==> src/rtl/posit_pkg.sv <==
// Shared constants and helpers for the posit-to-float converter.
//   Default widths N_DEF/E_DEF/ES_DEF, flag bit indices, constant helpers
//   for log2, float exponent bias, canonical qNaN and infinity patterns.
package posit_pkg;

   localparam int unsigned N_DEF  = 16;
   localparam int unsigned E_DEF  = 5;
   localparam int unsigned ES_DEF = 2;

   // out_flags bit positions
   localparam int unsigned FLAG_OVF = 2;
   localparam int unsigned FLAG_UNF = 1;
   localparam int unsigned FLAG_INX = 0;

   // ceil(log2(v))
   function automatic int unsigned clog2_f(input int unsigned v);
      int unsigned r;
      r = 0;
      for (int i = 0; i < 31; i++)
         if ((32'd1 << i) < v) r = 32'(i + 1);
      return r;
   endfunction

   // Float exponent bias 2^(E-1)-1
   function automatic int unsigned bias_f(input int unsigned e);
      return (32'd1 << (e - 1)) - 32'd1;
   endfunction

   // Canonical quiet NaN {0, all-ones, 1, 0...}, right-aligned in 64 bits
   function automatic logic [63:0] nan_fp(input int unsigned n, input int unsigned e);
      return (((64'd1 << e) - 64'd1) << (n - 1 - e)) | (64'd1 << (n - 2 - e));
   endfunction

   // Signed infinity {s, all-ones, 0...}, right-aligned in 64 bits
   function automatic logic [63:0] inf_fp(input int unsigned n, input int unsigned e,
                                          input logic s);
      return (64'(s) << (n - 1)) | (((64'd1 << e) - 64'd1) << (n - 1 - e));
   endfunction

endpackage

==> src/rtl/posit_regime_cnt.sv <==
// Leading-run counter for the posit regime field.
//   word : W-bit field following the sign bit
//   run  : number of leading bits equal to word[W-1] (W when the whole field is one run)
//   pol  : run polarity (1 = run of ones)
module posit_regime_cnt
   import posit_pkg::*;
#(
   parameter int unsigned W  = 15,
   parameter int unsigned RW = clog2_f(W + 1)
) (
   input  logic [W-1:0]  word,
   output logic [RW-1:0] run,
   output logic          pol
);

   logic done;

   // Count from the MSB until the first bit that breaks the run
   always_comb begin
      pol  = word[W-1];
      run  = '0;
      done = 1'b0;
      for (int i = int'(W) - 1; i >= 0; i--) begin
         if (!done && (word[i] == pol)) run = run + RW'(1);
         else                           done = 1'b1;
      end
   end

endmodule

==> src/rtl/posit_to_fp_pipe.sv <==
// Three-stage posit(N,es) to float(N,E) converter with valid/ready stream.
//   clk, rst (async, active-high)
//   in_valid/in_ready/in_posit   : posit input stream
//   out_valid/out_ready/out_fp   : float output stream {sign, exp, mant}
//   out_flags                    : {overflow, underflow, inexact}
// Define POSIT2FP_SUBNORM_EN to produce subnormals; otherwise tiny results
// flush to signed zero and the denormalizing shifter is not built.
module posit_to_fp_pipe
   import posit_pkg::*;
#(
   parameter int unsigned N  = N_DEF,
   parameter int unsigned E  = E_DEF,
   parameter int unsigned ES = ES_DEF
) (
   input  logic         clk,
   input  logic         rst,
   input  logic         in_valid,
   output logic         in_ready,
   input  logic [N-1:0] in_posit,
   output logic         out_valid,
   input  logic         out_ready,
   output logic [N-1:0] out_fp,
   output logic [2:0]   out_flags
);

   localparam int unsigned M     = N - E - 1;
   localparam int unsigned RUN_W = clog2_f(N);
   localparam int unsigned SC_W  = clog2_f(N) + ES + 2;
   localparam int unsigned BX_W  = SC_W + 1;
   localparam int unsigned FR_W  = N - 1 - ES;
   // Low padding deep enough that a maximal shift lands every bit in sticky
   localparam int unsigned PAD   = M + 2;
   // Significand after denormalization, integer bit dropped
   localparam int unsigned EXT_W = FR_W + PAD;
   localparam logic signed [BX_W-1:0] BIAS_X  = BX_W'(bias_f(E));
   localparam logic signed [BX_W-1:0] EXP_TOP = BX_W'((1 << E) - 1);
   localparam logic [N-1:0] QNAN    = N'(nan_fp(N, E));
   localparam logic [N-1:0] INF_POS = N'(inf_fp(N, E, 1'b0));

   logic v1, v2, v3;
   logic ld1, ld2, ld3;

   // Stage 1 regs
   logic             s1_sign, s1_zero, s1_nar, s1_pol;
   logic [N-2:0]     s1_body;
   logic [RUN_W-1:0] s1_run;
   // Stage 2 regs
   logic                   s2_sign, s2_zero, s2_nar;
   logic signed [SC_W-1:0] s2_scale;
   logic [FR_W-1:0]        s2_frac;

   // Handshake: a stage loads when its successor is empty or moving on
   always_comb begin
      ld3      = v2 & (~v3 | out_ready);
      ld2      = v1 & (~v2 | ld3);
      in_ready = ~v1 | ld2;
      ld1      = in_valid & in_ready;
   end

   assign out_valid = v3;

   // Stage 1: magnitude and regime run
   logic [N-2:0]     body_c;
   logic [RUN_W-1:0] run_c;
   logic             pol_c;

   assign body_c = in_posit[N-1] ? (N-1)'(-in_posit) : in_posit[N-2:0];

   posit_regime_cnt #(.W(N - 1), .RW(RUN_W)) u_regime (
      .word (body_c),
      .run  (run_c),
      .pol  (pol_c)
   );

   // Stage 2: strip regime and terminator, form scale and fraction
   logic [N-2:0]           rest_c;
   logic [ES-1:0]          e_c;
   logic signed [SC_W-1:0] k_c, scale_c;

   always_comb begin
      rest_c  = (s1_body << s1_run) << 1;
      e_c     = rest_c[N-2 -: ES];
      k_c     = s1_pol ? $signed(SC_W'(s1_run)) - SC_W'(1) : -$signed(SC_W'(s1_run));
      scale_c = (k_c <<< ES) + $signed(SC_W'(e_c));
   end

   // Stage 3: rebias, denormalize, round to nearest even, map specials
   logic signed [BX_W-1:0] biased_c;
   logic                   ovf_rng_c, sub_rng_c;
   logic [EXT_W-1:0]       ext_c;
   logic [M-1:0]           mant_c;
   logic                   guard_c, sticky_c, rnd_c, inx_c;
   logic [M:0]             mant_r_c;
   logic [E:0]             exp_r_c;
   logic [N-1:0]           fp_c;
   logic [2:0]             flags_c;
`ifdef POSIT2FP_SUBNORM_EN
   localparam int unsigned SH_W = clog2_f(PAD + 1);
   logic signed [BX_W-1:0] sh_full_c;
   logic [SH_W-1:0]        sh_c;
`endif

   always_comb begin
      biased_c  = BX_W'(s2_scale) + BIAS_X;
      ovf_rng_c = (biased_c >= EXP_TOP);
      sub_rng_c = (biased_c < BX_W'(1));
`ifdef POSIT2FP_SUBNORM_EN
      sh_full_c = BX_W'(1) - biased_c;
      if (!sub_rng_c)                           sh_c = '0;
      else if (sh_full_c > $signed(BX_W'(PAD))) sh_c = SH_W'(PAD);
      else                                      sh_c = SH_W'(sh_full_c);
      ext_c = EXT_W'({1'b1, s2_frac, {PAD{1'b0}}} >> sh_c);
`else
      ext_c = {s2_frac, {PAD{1'b0}}};
`endif
      mant_c   = ext_c[EXT_W-1 -: M];
      guard_c  = ext_c[EXT_W-1-M];
      sticky_c = |ext_c[EXT_W-2-M:0];
      rnd_c    = guard_c & (sticky_c | mant_c[0]);
      inx_c    = guard_c | sticky_c;
      mant_r_c = {1'b0, mant_c} + (M+1)'(rnd_c);
      // Mantissa carry bumps the exponent; a subnormal carry becomes the min normal
      exp_r_c  = (sub_rng_c ? '0 : {1'b0, biased_c[E-1:0]}) + (E+1)'(mant_r_c[M]);

      fp_c              = {s2_sign, exp_r_c[E-1:0], mant_r_c[M-1:0]};
      flags_c           = '0;
      flags_c[FLAG_INX] = inx_c;
      flags_c[FLAG_UNF] = sub_rng_c & inx_c;

      if (s2_nar) begin
         fp_c    = QNAN;
         flags_c = '0;
      end else if (s2_zero) begin
         fp_c    = '0;
         flags_c = '0;
      end else if (ovf_rng_c || (exp_r_c >= (E+1)'((1 << E) - 1))) begin
         fp_c              = {s2_sign, INF_POS[N-2:0]};
         flags_c           = '0;
         flags_c[FLAG_OVF] = 1'b1;
         flags_c[FLAG_INX] = 1'b1;
`ifndef POSIT2FP_SUBNORM_EN
      end else if (sub_rng_c) begin
         fp_c              = {s2_sign, {(N-1){1'b0}}};
         flags_c           = '0;
         flags_c[FLAG_UNF] = 1'b1;
         flags_c[FLAG_INX] = 1'b1;
`endif
      end
   end

   // Pipeline registers
   always_ff @(posedge clk or posedge rst) begin
      if (rst) begin
         v1        <= 1'b0;
         v2        <= 1'b0;
         v3        <= 1'b0;
         s1_sign   <= 1'b0;
         s1_zero   <= 1'b0;
         s1_nar    <= 1'b0;
         s1_pol    <= 1'b0;
         s1_body   <= '0;
         s1_run    <= '0;
         s2_sign   <= 1'b0;
         s2_zero   <= 1'b0;
         s2_nar    <= 1'b0;
         s2_scale  <= '0;
         s2_frac   <= '0;
         out_fp    <= '0;
         out_flags <= '0;
      end else begin
         v1 <= ld1 | (v1 & ~ld2);
         v2 <= ld2 | (v2 & ~ld3);
         v3 <= ld3 | (v3 & ~out_ready);
         if (ld1) begin
            s1_sign <= in_posit[N-1];
            s1_zero <= (in_posit == '0);
            s1_nar  <= (in_posit == {1'b1, {(N-1){1'b0}}});
            s1_pol  <= pol_c;
            s1_body <= body_c;
            s1_run  <= run_c;
         end
         if (ld2) begin
            s2_sign  <= s1_sign;
            s2_zero  <= s1_zero;
            s2_nar   <= s1_nar;
            s2_scale <= scale_c;
            s2_frac  <= rest_c[FR_W-1:0];
         end
         if (ld3) begin
            out_fp    <= fp_c;
            out_flags <= flags_c;
         end
      end
   end

endmodule

==> config.mk <==
export PLATFORM = sky130hd
export DESIGN_NAME = posit_to_fp_pipe
export DESIGN_NICKNAME = d
export VERILOG_FILES = /design/src/rtl/posit_pkg.sv /design/src/rtl/posit_regime_cnt.sv /design/src/rtl/posit_to_fp_pipe.sv
export SDC_FILE = /design/constraint.sdc
export NUM_CORES = 1
export LEC_CHECK = 0
export BUFFER_PORTS_ARGS = -buffer_cell sky130_fd_sc_hd__buf_2
export CORE_UTILIZATION = 60
export DETAILED_ROUTE_END_ITERATION = 10
export PLACE_DENSITY = 0.8
export SKIP_CTS_REPAIR_TIMING = 1
export SYNTH_ARGS = -nofsm -noshare
export SYNTH_HDL_FRONTEND = slang
export SYNTH_SLANG_ARGS = --single-unit
==> constraint.sdc <==
create_clock -name clk -period 5.8 [get_ports clk]
set_input_delay 0.87 -clock clk [delete_from_list [all_inputs] [get_ports clk]]
set_output_delay 0.87 -clock clk [all_outputs]
set_load 0.05 [all_outputs]
==> results.cfg <==
[status]
status = finished, violations left
failed_checks = negative setup slack

[floorplan]
start_util_pct = 62.0
die_h_um = 93.9
dieWidth_um = 93.9
die-area_um2 = 8820
core_area_um2 = 8180
rows = 33
io_pins = 41

[sta]
fin_worst_skew_ps = 10.8
rsz0062_at_grt = yes
maxSlewViolCount = 0
setup_viol = 2
max_freq_mhz = 155
relSlewSlack_pct = 30.1
worst_slack_ps = -665
max_slew.worst_pin.slew_ps = 1050
finalCritPeriodShare_pct = 111
hold_violations = 0
finalSetupTns_ps = -1070
fin_crit_ps = 6470

[grt]
antenna_found_initial = 0
grt_overflow = 0
grt_pass1_vias = 4581
track_usage_pct = 29.5
grt_pass1_wl_mm = 20.5
grt_max_degree = 68

[logic_synthesis]
ys_ff_latch = 67
async_reset_ff_share_pct = 100
syn_area_um2 = 5070
synth_top_area_share_pct = 33.1
yosys.area.top_type = dfrtp_1
ys_seq_area_share_pct = 33.1
syn_avg_cell_area_um2 = 8.41
yosys_warnings = 0
synth_edf_count = 0
ys.flop_type = dfrtp_1
postSynthCellCount = 603
syn_nets = 639
synth.area.top_cells = dfrtp_1 33%, nand2_1 6.7%, o21ai_0 6.5%, xnor2_1 4.8%, ha_1 3.9%
synth_cell_types = 70

[clock_network]
clk_pin_slew_worst_paths_ps = 80
cts-root-buf = clkbuf_8
cts_tree = built
cts_buffer_depth = 2
clock-sinks = 67
cts-buffers-inserted = 9
h-tree-depth = 3
clk_latency_ps = 350

[placed_design]
io_buffers = 40
hpwl_mm = 9.73
postPlaceCellArea_um2 = 5970
placed_cells = 803
dpl_worst_slack_ps = -1160
gp_congestion = 0.946

[critical_path]
critPathSlowestCell = or4_4
worst_path_most_repeated_cell = o21ai_1
start_kind = primary input
rr_worst_depth = 17
crit_fanout = 5
worst_r2r_endpoint = out_flags[0]$_DFFE_PP0P_
ff2ff_setup_slack_ps = 2070
cpPeakStageDelay_ps = 600
crit_path_end = s1_run[2]$_DFFE_PP0P_
crit_type = in -> reg
r2r_start = s2_frac[1]$_DFFE_PP0P_
cp_data_arrival_time_ps = 6660
crit_required_ps = 6000
crit_path_end_kind = flop
crit_path_start = in_posit[3]

[final_layout]
postLayoutCellArea_um2 = 6350
nNetsFinal = 750
drive_gt1_share_pct = 27.7
area_growth_pct = 25.3
diodes = 0
instances_no_fill = 824

[pwr]
pwr_density_cell_nw_per_um2 = 335
p_leak_nw = 2.85
ir_drop_uv = 150
power_w = 0.00213

[routing]
routed_wl_mm = 12.5
vias = 4815
drc_errors = 0
antenna_left = 0
routed_via_density = 5.84
detail_route.wl_per_cell_um = 15.1
dr.pass1.iters = 5
initialDrtViolationCount = 168

[worst_hold_path]
hp-class = reg -> reg

[flow_run]
drv_cap = 0
## layer usage
metal	track usage (%)	part of all wire [%]
met5	0	0
met2	55.1	53
met1	32.7	41
met4	12.7	2.9
met3	4.61	3.1
## final cells by class
class	count	area (um^2)
inverters	20	75.1
repair buffers	128	886
clock inverters	6	88.8
fillers	585	1820
clock buffers	10	138
flip-flops and latches	67	1680
well taps	105	131
multi-input cells	488	3360
## worst max-delay path, delay by kind of cell
kind,cells,cell delay (ps)
AO/OA/AOI/OAI,10,1620
XOR/XNOR,3,490
adder cells (fa/ha/maj),6,1500
buffers and inverters,2,140
multiplexers,5,1150
AND/OR/NAND/NOR,4,880
## state kept, by name (all words and copies together), names as in the netlist, 3 cells and up
| name | flops |
|---|---|
| out_flags | 3 |
| s2_scale | 8 |
| s1_run | 4 |
| out_fp | 16 |
| s2_frac | 12 |
| s1_body | 14 |
## where the power goes
part / switching (W) / total, W / internal (W) / leakage [nW]
clock network: 0.000179 / 0.000432 / 0.000253 / 0.108
registers: 0.000127 / 0.000712 / 0.000584 / 0.836
logic: 0.000597 / 0.000983 / 0.000386 / 1.90
total: 0.000903 / 0.00213 / 0.00122 / 2.85
## cells in the mapped netlist (5+ instances only)
cell	n
a211oi_1	7
a21oi_1	28
a22o_1	5
a31oi_1	8
and2_1	8
and3_1	6
clkbuf_1	24
dfrtp_1	67
ha_1	16
inv_1	18
mux2_2	11
mux2i_1	14
nand2_1	91
nand2b_1	8
nand3_1	11
nor2_1	49
nor2b_1	15
nor3_1	9
nor4_1	7
o211ai_1	8
o21ai_0	66
xnor2_1	28
xor2_1	11
## per-stage QoR
stage	hold WS, ps	utilization (%)
after floorplan	445	-
after global placement	446	73.0
after detailed placement	460	73.0
after CTS	478	75.8
after global routing	506	77.7
final	472	77.7
## cells by family after synthesis
family	count (synthesis)	synth area share (%)
compound gates	168	21.6
xor+xnor	42	7.85
fa+ha+maj	16	3.95
buf+inv	48	3.88
flops	67	33.1
mux	29	6.99
simple gates	233	22.6
## cells in the final DEF, fill, tap and decap left out, types with 9 or more instances in the layout
cell      netlist  routed
inv_1          18      16
nor3_1          9       9
ha_1           16      12
nand2_1        91      90
mux2i_1        14      14
clkbuf_8        0      10
a21oi_1        28      27
nand3_1        11      11
xor2_1         11      10
o21ai_0        66      61
dfrtp_1        67      67
xnor2_1        28      27
buf_2           1      38
nor2_1         49      49
buf_4           0      87
nor2b_1        15      14
## worst min-delay path by stage
stage                     cells after the start                       end  slack, ps                startpoint
after floorplan                               1       s1_zero$_DFFE_PP0P_        450       s1_zero$_DFFE_PP0P_
after detailed placement                      2  out_flags[0]$_DFFE_PP0P_        460  out_flags[0]$_DFFE_PP0P_
final                                         2  out_flags[0]$_DFFE_PP0P_        470  out_flags[0]$_DFFE_PP0P_
after CTS                                     2  out_flags[0]$_DFFE_PP0P_        480  out_flags[0]$_DFFE_PP0P_
after global routing                          1       s1_zero$_DFFE_PP0P_        510       s1_zero$_DFFE_PP0P_
after global placement                        2  out_flags[0]$_DFFE_PP0P_        450  out_flags[0]$_DFFE_PP0P_
Note: power is estimated with default switching activity, not from simulation.
